[config.mk]
export PLATFORM = sky130hd
export DESIGN_NAME = bank_word_sequencer
export DESIGN_NICKNAME = d
export VERILOG_FILES = /design/src/rtl/bank_pkg.sv /design/src/rtl/bank_word_sequencer.sv
export SDC_FILE = /design/constraint.sdc
export NUM_CORES = 1
export LEC_CHECK = 0
export ABC_AREA = 1
export CORE_MARGIN = 1.5
export CORE_UTILIZATION = 44
export DETAILED_ROUTE_END_ITERATION = 10
export PLACE_DENSITY_LB_ADDON = 0.1
export SYNTH_ARGS = -nofsm -noshare
export SYNTH_HDL_FRONTEND = slang
export SYNTH_SLANG_ARGS = --single-unit
[constraint.sdc]
create_clock -name clk -period 3.25 [get_ports clk]
set_input_delay 0.65 -clock clk [delete_from_list [all_inputs] [get_ports clk]]
set_output_delay 0.65 -clock clk [all_outputs]
set_load 0.02 [all_outputs]
[src/rtl/bank_pkg.sv]
// Shared widths and state encoding for the bank word sequencer and decoder.
package bank_pkg;

    localparam int BANK_ADDR_W = 10;
    localparam int BANK_LEN_W  = 10;

    typedef enum logic [1:0] {
        IDLE  = 2'd0,
        RUN   = 2'd1,
        DRAIN = 2'd2
    } bank_seq_state_t;

endpackage

[src/rtl/bank_word_sequencer.sv]
// Burst word-select sequencer feeding the bank word decoder; strobes lag sel by one
// cycle to line up with the decoder's registered one-hot output.
module bank_word_sequencer
    import bank_pkg::*;
#(
    parameter int ADDR_W = BANK_ADDR_W,
    parameter int LEN_W  = BANK_LEN_W
) (
`ifdef USE_POWER_PINS
    inout  wire               vccd1,
    inout  wire               vssd1,
`endif
    input  logic              clk,
    input  logic              rst_n,
    input  logic              req_valid,
    output logic              req_ready,
    input  logic              req_write,
    input  logic [ADDR_W-1:0] req_addr,
    input  logic [LEN_W-1:0]  req_len,
    input  logic              hold,
    output logic [ADDR_W-1:0] sel,
    output logic              sel_valid,
    output logic              word_en,
    output logic              word_we,
    output logic              busy,
    output logic              done
);

    bank_seq_state_t   state_q, state_d;
    logic [ADDR_W-1:0] sel_q, sel_d;
    logic [LEN_W-1:0]  cnt_q, cnt_d;
    logic [LEN_W-1:0]  len_q, len_d;
    logic              write_q, write_d;
    logic              sel_valid_q, sel_valid_d;
    logic              ready_q, ready_d;
    logic              busy_q, busy_d;
    logic              word_en_q, word_en_d;
    logic              word_we_q, word_we_d;
    logic              done_q, done_d;
    logic              last_beat;

    assign last_beat = (cnt_q == len_q);

    // A beat is consumed on the edge that closes a cycle with sel_valid_q high, so
    // hold only shapes the next cycle's sel_valid and never reaches an output directly.
    always_comb begin
        state_d = state_q;
        sel_d   = sel_q;
        cnt_d   = cnt_q;
        len_d   = len_q;
        write_d = write_q;
        case (state_q)
            IDLE: begin
                if (req_valid && ready_q) begin
                    state_d = RUN;
                    sel_d   = req_addr;
                    cnt_d   = '0;
                    len_d   = req_len;
                    write_d = req_write;
                end
            end
            RUN: begin
                if (sel_valid_q) begin
                    if (last_beat) begin
                        state_d = DRAIN;
                    end else begin
                        sel_d = sel_q + ADDR_W'(1);
                        cnt_d = cnt_q + LEN_W'(1);
                    end
                end
            end
            DRAIN:   state_d = IDLE;
            default: state_d = IDLE;
        endcase

        sel_valid_d = (state_d == RUN) && ((state_q == IDLE) || !hold);
        ready_d     = (state_d == IDLE);
        busy_d      = (state_d != IDLE);
        word_en_d   = sel_valid_q;
        word_we_d   = sel_valid_q && write_q;
        done_d      = sel_valid_q && (state_q == RUN) && last_beat;
    end

    always_ff @(posedge clk or negedge rst_n) begin
        if (!rst_n) begin
            state_q     <= IDLE;
            sel_q       <= '0;
            cnt_q       <= '0;
            len_q       <= '0;
            write_q     <= 1'b0;
            sel_valid_q <= 1'b0;
            ready_q     <= 1'b1;
            busy_q      <= 1'b0;
            word_en_q   <= 1'b0;
            word_we_q   <= 1'b0;
            done_q      <= 1'b0;
        end else begin
            state_q     <= state_d;
            sel_q       <= sel_d;
            cnt_q       <= cnt_d;
            len_q       <= len_d;
            write_q     <= write_d;
            sel_valid_q <= sel_valid_d;
            ready_q     <= ready_d;
            busy_q      <= busy_d;
            word_en_q   <= word_en_d;
            word_we_q   <= word_we_d;
            done_q      <= done_d;
        end
    end

    assign req_ready = ready_q;
    assign sel       = sel_q;
    assign sel_valid = sel_valid_q;
    assign busy      = busy_q;
    assign word_en   = word_en_q;
    assign word_we   = word_we_q;
    assign done      = done_q;

endmodule

* Word-level counts from Yosys, hierarchy flattened *
Index checks and enable logic that the tools add are counted.

storage, ports and cells
  flip-flop bits (word level) = 39
  bits of input ports = 25
  logic and storage cells = 44

cells by class
  add/subtract/negate cells = 2
  multiplexer cells = 12
  reduce and logical (&&, ||, !) cells = 13
  equality and inequality tests = 6

operators with widths
  cell                     number
  $mux W10                 6
  $pmux W10 S2             2
  $add A10 B1 Y10 const B  2
  $eq A10 B10 Y1           1
  $mux W2                  3
  $ne A2 B2 Y1 const B     3
  $logic_and A1 B1 Y1      5
  $eq A2 B1 Y1 const B     2
  $logic_not A2 Y1         2
  $pmux W2 S2              1
  $reduce_and A4 Y1        1
  $reduce_bool A2 Y1       2
  $reduce_and A2 Y1        1
  $logic_not A1 Y1         1
  $logic_or A1 B1 Y1       1

* Logic depth before layout (Yosys ltp) *
Gate-level depths: netlist of the first run.

  depth in word-level cells = 6
  depth in mapped cells = 10

* Worst setup path after synthesis of the first run *
OpenSTA, ideal clock, no wires.

  path kind = in2reg
  from = input req_valid
  to = register len_q[6]
  path buffers = 1
  cell stages on the path = 3
  data required time = 3.125 ns
  setup time = 0.125 ns
  setup slack = 1.735 ns
  arrival time = 1.391 ns
  cells stage by stage = nand3_1 > buf_2 > mux2_2

on the way
  cells in the longest elaborated chain, start to end = 2

RTL lines
  item                                line                        RTL
  start: declaration                  bank_word_sequencer.sv:15   input logic req_valid,
  $logic_and A1 B1 Y1                 bank_word_sequencer.sv:54   if (req_valid && ready_q) begin
  $reduce_and A2 Y1 (no source line)  --
  end signal: assignment              bank_word_sequencer.sv:101  len_q <= len_d;
  end: declaration                    bank_word_sequencer.sv:32   logic [LEN_W-1:0] len_q, len_d;

Every way passes these cells.
A chain may end at the register's enable or synchronous reset.

* Worst setup path after layout of the first run *
  from = register state_q[1]
  to = register sel_valid_q, in the netlist sel_valid

on the way
  cells in the longest elaborated chain, start to end = 5
  elaborated cells on any way between the ends = 9
  classes of those cells = 2 x eq/ne; 4 x mux; 3 x reduce/logical

RTL lines
  item                      line                        RTL
  start: declaration        bank_word_sequencer.sv:29   bank_seq_state_t state_q, state_d;
  start signal: assignment  bank_word_sequencer.sv:98   state_q <= state_d;
  $mux W2                   bank_word_sequencer.sv:64   if (last_beat) begin
  $mux W2                   bank_word_sequencer.sv:63   if (sel_valid_q) begin
  $pmux W2 S2               bank_word_sequencer.sv:52   case (state_q)
  $eq A2 B1 Y1              bank_word_sequencer.sv:76   sel_valid_d = (state_d == RUN) && ((state_q == IDLE) || !hold);
  $logic_and A1 B1 Y1 *     bank_word_sequencer.sv:76
  via sel_valid_d           bank_word_sequencer.sv:34   logic sel_valid_q, sel_valid_d;
  end signal: assignment    bank_word_sequencer.sv:103  sel_valid_q <= sel_valid_d;
  end: declaration          bank_word_sequencer.sv:34

The timed path passes the listed nets; every way through them passes the cells marked *.

==> results.md, run 1 <==
- Req. time, crit path: 3480 ps
- Slew Limit Headroom: 41.91%
- Initial antenna violation count: 0
- Commonest non-fill, non-tap cell in the layout: nand2_1
- R2R cell count: 7
- Tcrit/Tclk final: 66.36%
- Peak supply drop: 0.0002705 V
- Post-CTS setup-driven buffer insertion count: 0
- R2R Path Start: state_q[1]$_DFF_PN0_
- GRT met2 Usage: 32.93%
- Clock Tree Root: clkbuf_8
- DRT Pass-1 Iters: 6
- Yosys top cell area share: 43.65%
- Antenna Violating Nets Remaining: 0
- Type of the worst setup path: reg -> reg
- Placed cell area: 2618 sq um
- Number of antenna diodes: 0
- Clk_skew: 7.432 ps
- Slew @ Worst Pin: 871.3 ps
- Hold depth: 2
- Synth top area cells: dfrtp_1 44%, nand2_1 18%, nand3_1 8.3%, inv_1 5.2%, nor2_1 5.0%
- CTS sink count: 39
- Via count: 1985
- Hold buffers post-CTS: 0
- Synth area leader: dfrtp_1
- RR Endpoint: sel_valid$_DFF_PN0_
- All-Layer GR Usage: 20.09%
- GRT met1 Usage: 25.88%
- Reg2Reg Setup Slack: 1090 ps
- Cell Rows: 25
- Crit-path max cell delay: 580 ps
- Worst EP arrival: 2390 ps
- Status: finished, final reports clean
- Mapped Nets: 327
- Ordered cell list for the critical path: nor2_1 -> inv_1 -> nand2_1 -> inv_1 -> a21oi_1 -> o21ai_0 -> inv_1
- Initial cell density of the core: 45.82%
- Slowest CP cell: nor2_1
- Max Root-Sink Buffers: 2
- PD cells: 501.2 nW/um^2
- Post-Route WL: 4.874 mm
- Shortest period the worst path allows: 2157 ps
- Yosys warns: 0
- Pin count of the biggest net entering global routing: 40
- Die area: 5382 sq um
- Num CTS Buffers: 5
- # setup viols final: 0
- DP HPWL: 3.320 mm
- Mapped cell area: 2178 sq um
- Post-Syn Instances: 300
- Routed WL per cell: 11.98 microns
- Util after Layout: 56.82%
- Core area: 4755 sq um
- Die Span Y: 73.36 microns
- Port Buffer Count: 40
- Syn-to-layout area delta: 24.01%
- Global-route wire length before repair: 8.307 mm
- Yosys cell types: 25
- Clk pin slew, worst setup/hold paths: 70 ps
- DRC violations left: 0
- Placed instance count: 399
- DIE WIDTH: 73.36 microns
- RSZ-0062 raised after global routing: no
- Nets: 366
- Final setup TNS: 0 ps
- H-tree depth: 2
- Fraction of layout cells with a size suffix above 1: 5.882%
- Clk Latency, worst-skew pair: 290 ps
- GR peak layer: met2
- Most Frequent Cell on Critical Path: inv_1
- GR Overflow Total: 0
- Iteration-0 DRC Markers: 133
- Cell area after layout: 2701 sq um
- Final Max Tran Viols: 0
- Hold Vio Cnt, Final: 0
- Met3 Usage GRT: 4.390%
- DR vias/cell: 4.877
- Number of global-route vias before repair: 1842
- Number of top-level pins: 41
- Synth Area per Inst: 7.261 sq um
- CP Max Fanout: 21
- Hold Path Class: reg -> reg
- Final hold slack: 462.5 ps
- Yosys reg bits: 39
- Routability congestion estimate from global placement: 0.8529
- Seq/Total Area, Yosys: 44.86%
- Min-delay src: write_q$_DFFE_PN0P_
- Max Freq: 463.7 MHz
- Pleak: 1.391 nW
- Hold path endpoint: word_we$_DFF_PN0_
- Post-CTS sizing: 0
- Non-filler cells, final: 407
- Crit end category: flop
- CP startpoint kind: flop
- MaxCap Viol Count: 0
- Most frequent cells in the layout: 105 x nand2_1, 39 x clkdlybuf4s50_1, 38 x dfrtp_1, 36 x nand3_1, 30 x inv_1
- TritonCTS clock tree: done
## cell usage after synthesis, drive strengths merged
| cell type | count |
|---|---|
| a21o | 1 |
| a21oi | 9 |
| buf | 5 |
| clkbuf | 5 |
| dfrtp | 38 |
| dfstp | 1 |
| ha | 2 |
| inv | 34 |
| mux2 | 3 |
| nand2 | 106 |
| nand3 | 36 |
| nand3b | 1 |
| nand4 | 6 |
| nor2 | 29 |
| nor3 | 5 |
| nor3b | 2 |
| o21ai | 7 |
| o21bai | 1 |
| or2 | 2 |
| xor2 | 7 |
## state kept, by name, indices dropped and copies added, names as in the netlist
name / count
write_q: 1
sel: 10
state_q: 2
req_ready: 1
sel_valid: 1
busy: 1
done: 1
cnt_q: 10
word_we: 1
word_en: 1
len_q: 10
## metrics by stage
step           setup WS, ps  power [mW]
6_report               1093       1.354
5_1_grt               865.0       1.447
4_1_cts                1095       1.365
3_5_place_dp          800.8       1.040
3_3_place_gp          824.7       1.036
2_1_floorplan          1735      0.8747
## kinds of logic (layout without fill, tap and decap cells)
family                     count (synthesis)  count (layout)  synth area share (%)
DFF                                       39              39                 44.86
muxes                                      3               3                 1.551
and+or+nand+nor                          187             187                 36.36
xor gates and xnor gates                   7               7                 2.815
AOI/OAI and AO/OA                         18              18                 4.882
adders and majority gates                  2               2                 1.149
buffers and inverters                     44              84                 8.386
## report_power, final
group          internal, mW  total, mW  switching (mW)
registers             0.544      0.645           0.101
clock network         0.152      0.323           0.171
logic                 0.181      0.386           0.205
## final cells by class
class | count | area, sq um
flip-flops and latches | 39 | 977.2
multi-input cells | 217 | 1018
inverters | 34 | 127.6
repair buffers | 42 | 410.4
clock buffers | 7 | 76.32
well taps | 67 | 83.83
clock inverters | 1 | 7.507
fillers | 463 | 2053
## layer usage
metal / wire length [microns] / part of all wire, % / vias to the layer above
met4: 68 / 1.4 / 0
li1: - / - / 1022
met3: 186 / 3.8 / 8
met1: 2320 / 48 / 904
met5: 0 / 0 / -
met2: 2299 / 47 / 51
## critical path, delay by kind of cell (launching register included)
| family | cells | cell delay [ps] |
|---|---|---|
| and+or+nand+nor | 2 | 810 |
| AOI/OAI and AO/OA | 2 | 210 |
| buffers and inverters | 3 | 690 |
| DFF | 1 | 390 |
## worst max path at each step
stage                         startpoint              endpoint  slack, ps  depth (start not counted)
floorplan                      req_valid  len_q[6]$_DFFE_PN0P_       1730                          3
global placement               req_valid  cnt_q[5]$_DFFE_PN0P_        820                          5
detailed placement             req_valid  cnt_q[4]$_DFFE_PN0P_        800                          5
CTS                 state_q[1]$_DFF_PN0_   sel_valid$_DFF_PN0_       1100                          7
global route        state_q[1]$_DFF_PN0_   sel_valid$_DFF_PN0_        870                          7
finish              state_q[1]$_DFF_PN0_   sel_valid$_DFF_PN0_       1090                          7
Power figures use the tool's default switching activity.
==> run 2, diff against run 1 <==
Clock period 3.25 ns to 1.8 ns, I/O delays scaled along.
==> run 2 against run 1 <==
Count of clock-buffer cells in the layout fell by 1. Sequential cell count did not move. Global-route usage rose by 0.85 points. Hold slack got worse by 450 ps. Clock power rose to 2.7 times the previous value. Sequential share of layout area fell by 1.5 points. Critical endpoint is now sel[8].
==> results.md, run 2 (synthesized netlist as in run 1, its figures left out) <==
- Status: finished, final reports clean
- Crit end category: output port
- CP Buf/Inv Count: 1 (-2)
- TritonCTS clock tree: done
- DP HPWL: 3.509 mm (+5.7%)
- Non-filler cells, final: 412 (+1.2%)
- Die Span Y: 73.36 microns (unchanged)
- All-Layer GR Usage: 20.93% (+0.85 points)
- Nets: 371 (+1.4%)
- Fill count: 457 (-1.3%)
- Peak supply drop: 0.0004444 V (+64%)
- R2R Path Start: cnt_q[4]$_DFFE_PN0P_
- Die area: 5382 sq um (unchanged)
- Core area: 4755 sq um (unchanged)
- MaxCap Viol Count: 0 (unchanged)
- Cell Rows: 25 (unchanged)
- Ordered cell list for the critical path: clkdlybuf4s50_1
- Clock Tree Root: clkbuf_8
- Port Buffer Count: 40 (unchanged)
- Number of global-route vias before repair: 2045 (+11%)
- DR vias/cell: 4.876 (about the same)
- GR Overflow Total: 0 (unchanged)
- Hold Vio Cnt, Final: 0 (unchanged)
- CP Max Fanout: 5 (-76%)
- RSZ-0062 raised after global routing: no
- Worst EP arrival: 1360 ps (-1030 ps)
- Fraction of layout cells with a size suffix above 1: 7.826% (+1.9 points)
- Slew Limit Headroom: 69.15% (+27 points)
- CP startpoint kind: flop
- Power Total: 2.745 mW (+100%)
- Pin count of the biggest net entering global routing: 28 (-30%)
- Clk Latency, worst-skew pair: 290 ps (about the same)
- Antenna Violating Nets Remaining: 0 (unchanged)
- Crit path max-delay family: buffers and inverters
- Clk_skew: 5.242 ps (-2.190 ps)
- Routability congestion estimate from global placement: 0.8520 (-0.11%)
- Clk pin slew, worst setup/hold paths: 80 ps (about the same)
- Syn-to-layout area delta: 29.52%
- Via count: 2009 (+1.2%)
- Crit. path cell count: 1 (-6)
- Worst Slack Setup Final: 78.60 ps (-1015 ps)
- Commonest non-fill, non-tap cell in the layout: nand2_1
- Hold buffers post-CTS: 0 (unchanged)
- CTS sink count: 39 (unchanged)
- Global-route wire length before repair: 8.852 mm (+6.6%)
- Req. time, crit path: 1440 ps (-2040 ps)
- Util after Layout: 59.34% (+2.5 points)
- RR Endpoint: cnt_q[3]$_DFFE_PN0P_
- Setup crit end: sel[8]
- Final setup TNS: 0 ps (unchanged)
- Placed instance count: 404 (+1.3%)
- # setup viols final: 0 (unchanged)
- Num CTS Buffers: 5 (unchanged)
- Routed WL per cell: 12.09 microns (+0.96%)
- Final Max Tran Viols: 0 (unchanged)
- Initial cell density of the core: 45.82% (unchanged)
- Cell area after layout: 2821 sq um (+4.4%)
- Max Root-Sink Buffers: 2 (unchanged)
- Hold Path Class: in -> async
- Final hold slack: 14.15 ps (-448.4 ps)
- Post-Route WL: 4.981 mm (+2.2%)
- DRC violations left: 0 (unchanged)
- Type of the worst setup path: reg -> out
- R2R cell count: 9 (+2)
- Dpl ws: 53.93 ps (-746.9 ps)
- Pleak: 1.502 nW (+8.0%)
- H-tree depth: 2 (unchanged)
- Most frequent cells in the layout: 105 x nand2_1, 37 x dfrtp_1, 36 x nand3_1, 36 x clkdlybuf4s50_1, 30 x inv_1
- Iteration-0 DRC Markers: 181 (+36%)
- CP startpoint: sel[8]$_DFFE_PN0P_
- Tcrit/Tclk final: 95.63%
- Initial antenna violation count: 0 (unchanged)
- DRT Pass-1 Iters: 4 (-2)
- Max Freq: 580.9 MHz
- Reg2Reg Setup Slack: 160 ps (-930 ps)
- Number of top-level pins: 41 (unchanged)
- Slew @ Worst Pin: 462.7 ps (-408.6 ps)
- PD cells: 972.8 nW/um^2 (+94%)
- DIE WIDTH: 73.36 microns (unchanged)
- Slowest CP cell: clkdlybuf4s50_1
- Shortest period the worst path allows: 1721 ps
- Placed cell area: 2680 sq um (+2.4%)
- Number of antenna diodes: 0 (unchanged)
- Crit-path max cell delay: 640 ps (+60 ps)
[run 2: changes by cell type in the layout (fill, tap and decap cells not counted), sizes merged]
cell	before	now
clkinvlp	1	0
bufinv	0	2
clkbuf	7	6
dlymetal6s2s	0	3
buf	3	8
clkdlybuf4s50	39	36
[run 2: worst min path at each step]
stage / startpoint / end / slack, ps / cells after the start
after floorplan: rst_n / busy$_DFF_PN0_ / 60 / 0
after global placement: rst_n / sel[9]$_DFFE_PN0P_ / 330 / 1
after detailed placement: rst_n / sel[9]$_DFFE_PN0P_ / 340 / 1
after CTS: rst_n / sel[1]$_DFFE_PN0P_ / 20 / 1
after global routing: rst_n / sel[1]$_DFFE_PN0P_ / 40 / 1
final: rst_n / sel[1]$_DFFE_PN0P_ / 10 / 1
[run 2: repair_timing]
| action | 4_1_cts | 5_1_grt |
|---|---|---|
| gates resized for setup | 0 | 4 |
| setup endpoints to repair | 0 | 7 |
| setup buffers | 0 | 0 |
| hold endpoints to repair | 0 | 0 |
[run 2: cell type report]
| cell class | count | area [sq um] | share of cell area [%] |
|---|---|---|---|
| clock buffers | 6 | 72.57 | 2.572 |
| clock inverters | 2 | 60.06 | 2.129 |
| inverters | 34 | 127.6 | 4.523 |
| multi-input cells | 217 | 1018 | 36.10 |
| flip-flops and latches | 39 | 978.4 | 34.68 |
| well taps | 67 | 83.83 | 2.971 |
| repair buffers | 47 | 480.5 | 17.03 |
[run 2: power by group]
group	total [mW]	internal, mW	switching (mW)
logic	0.713	0.333	0.380
clock network	0.864	0.554	0.310
registers	1.17	0.983	0.185
[run 2: layer usage]
layer / GRT usage, % / share of wire (%)
met1: 26.55 / 47
met2: 35.35 / 48
met3: 4.527 / 3.4
met4: 7.202 / 1.6
met5: 0 / 0
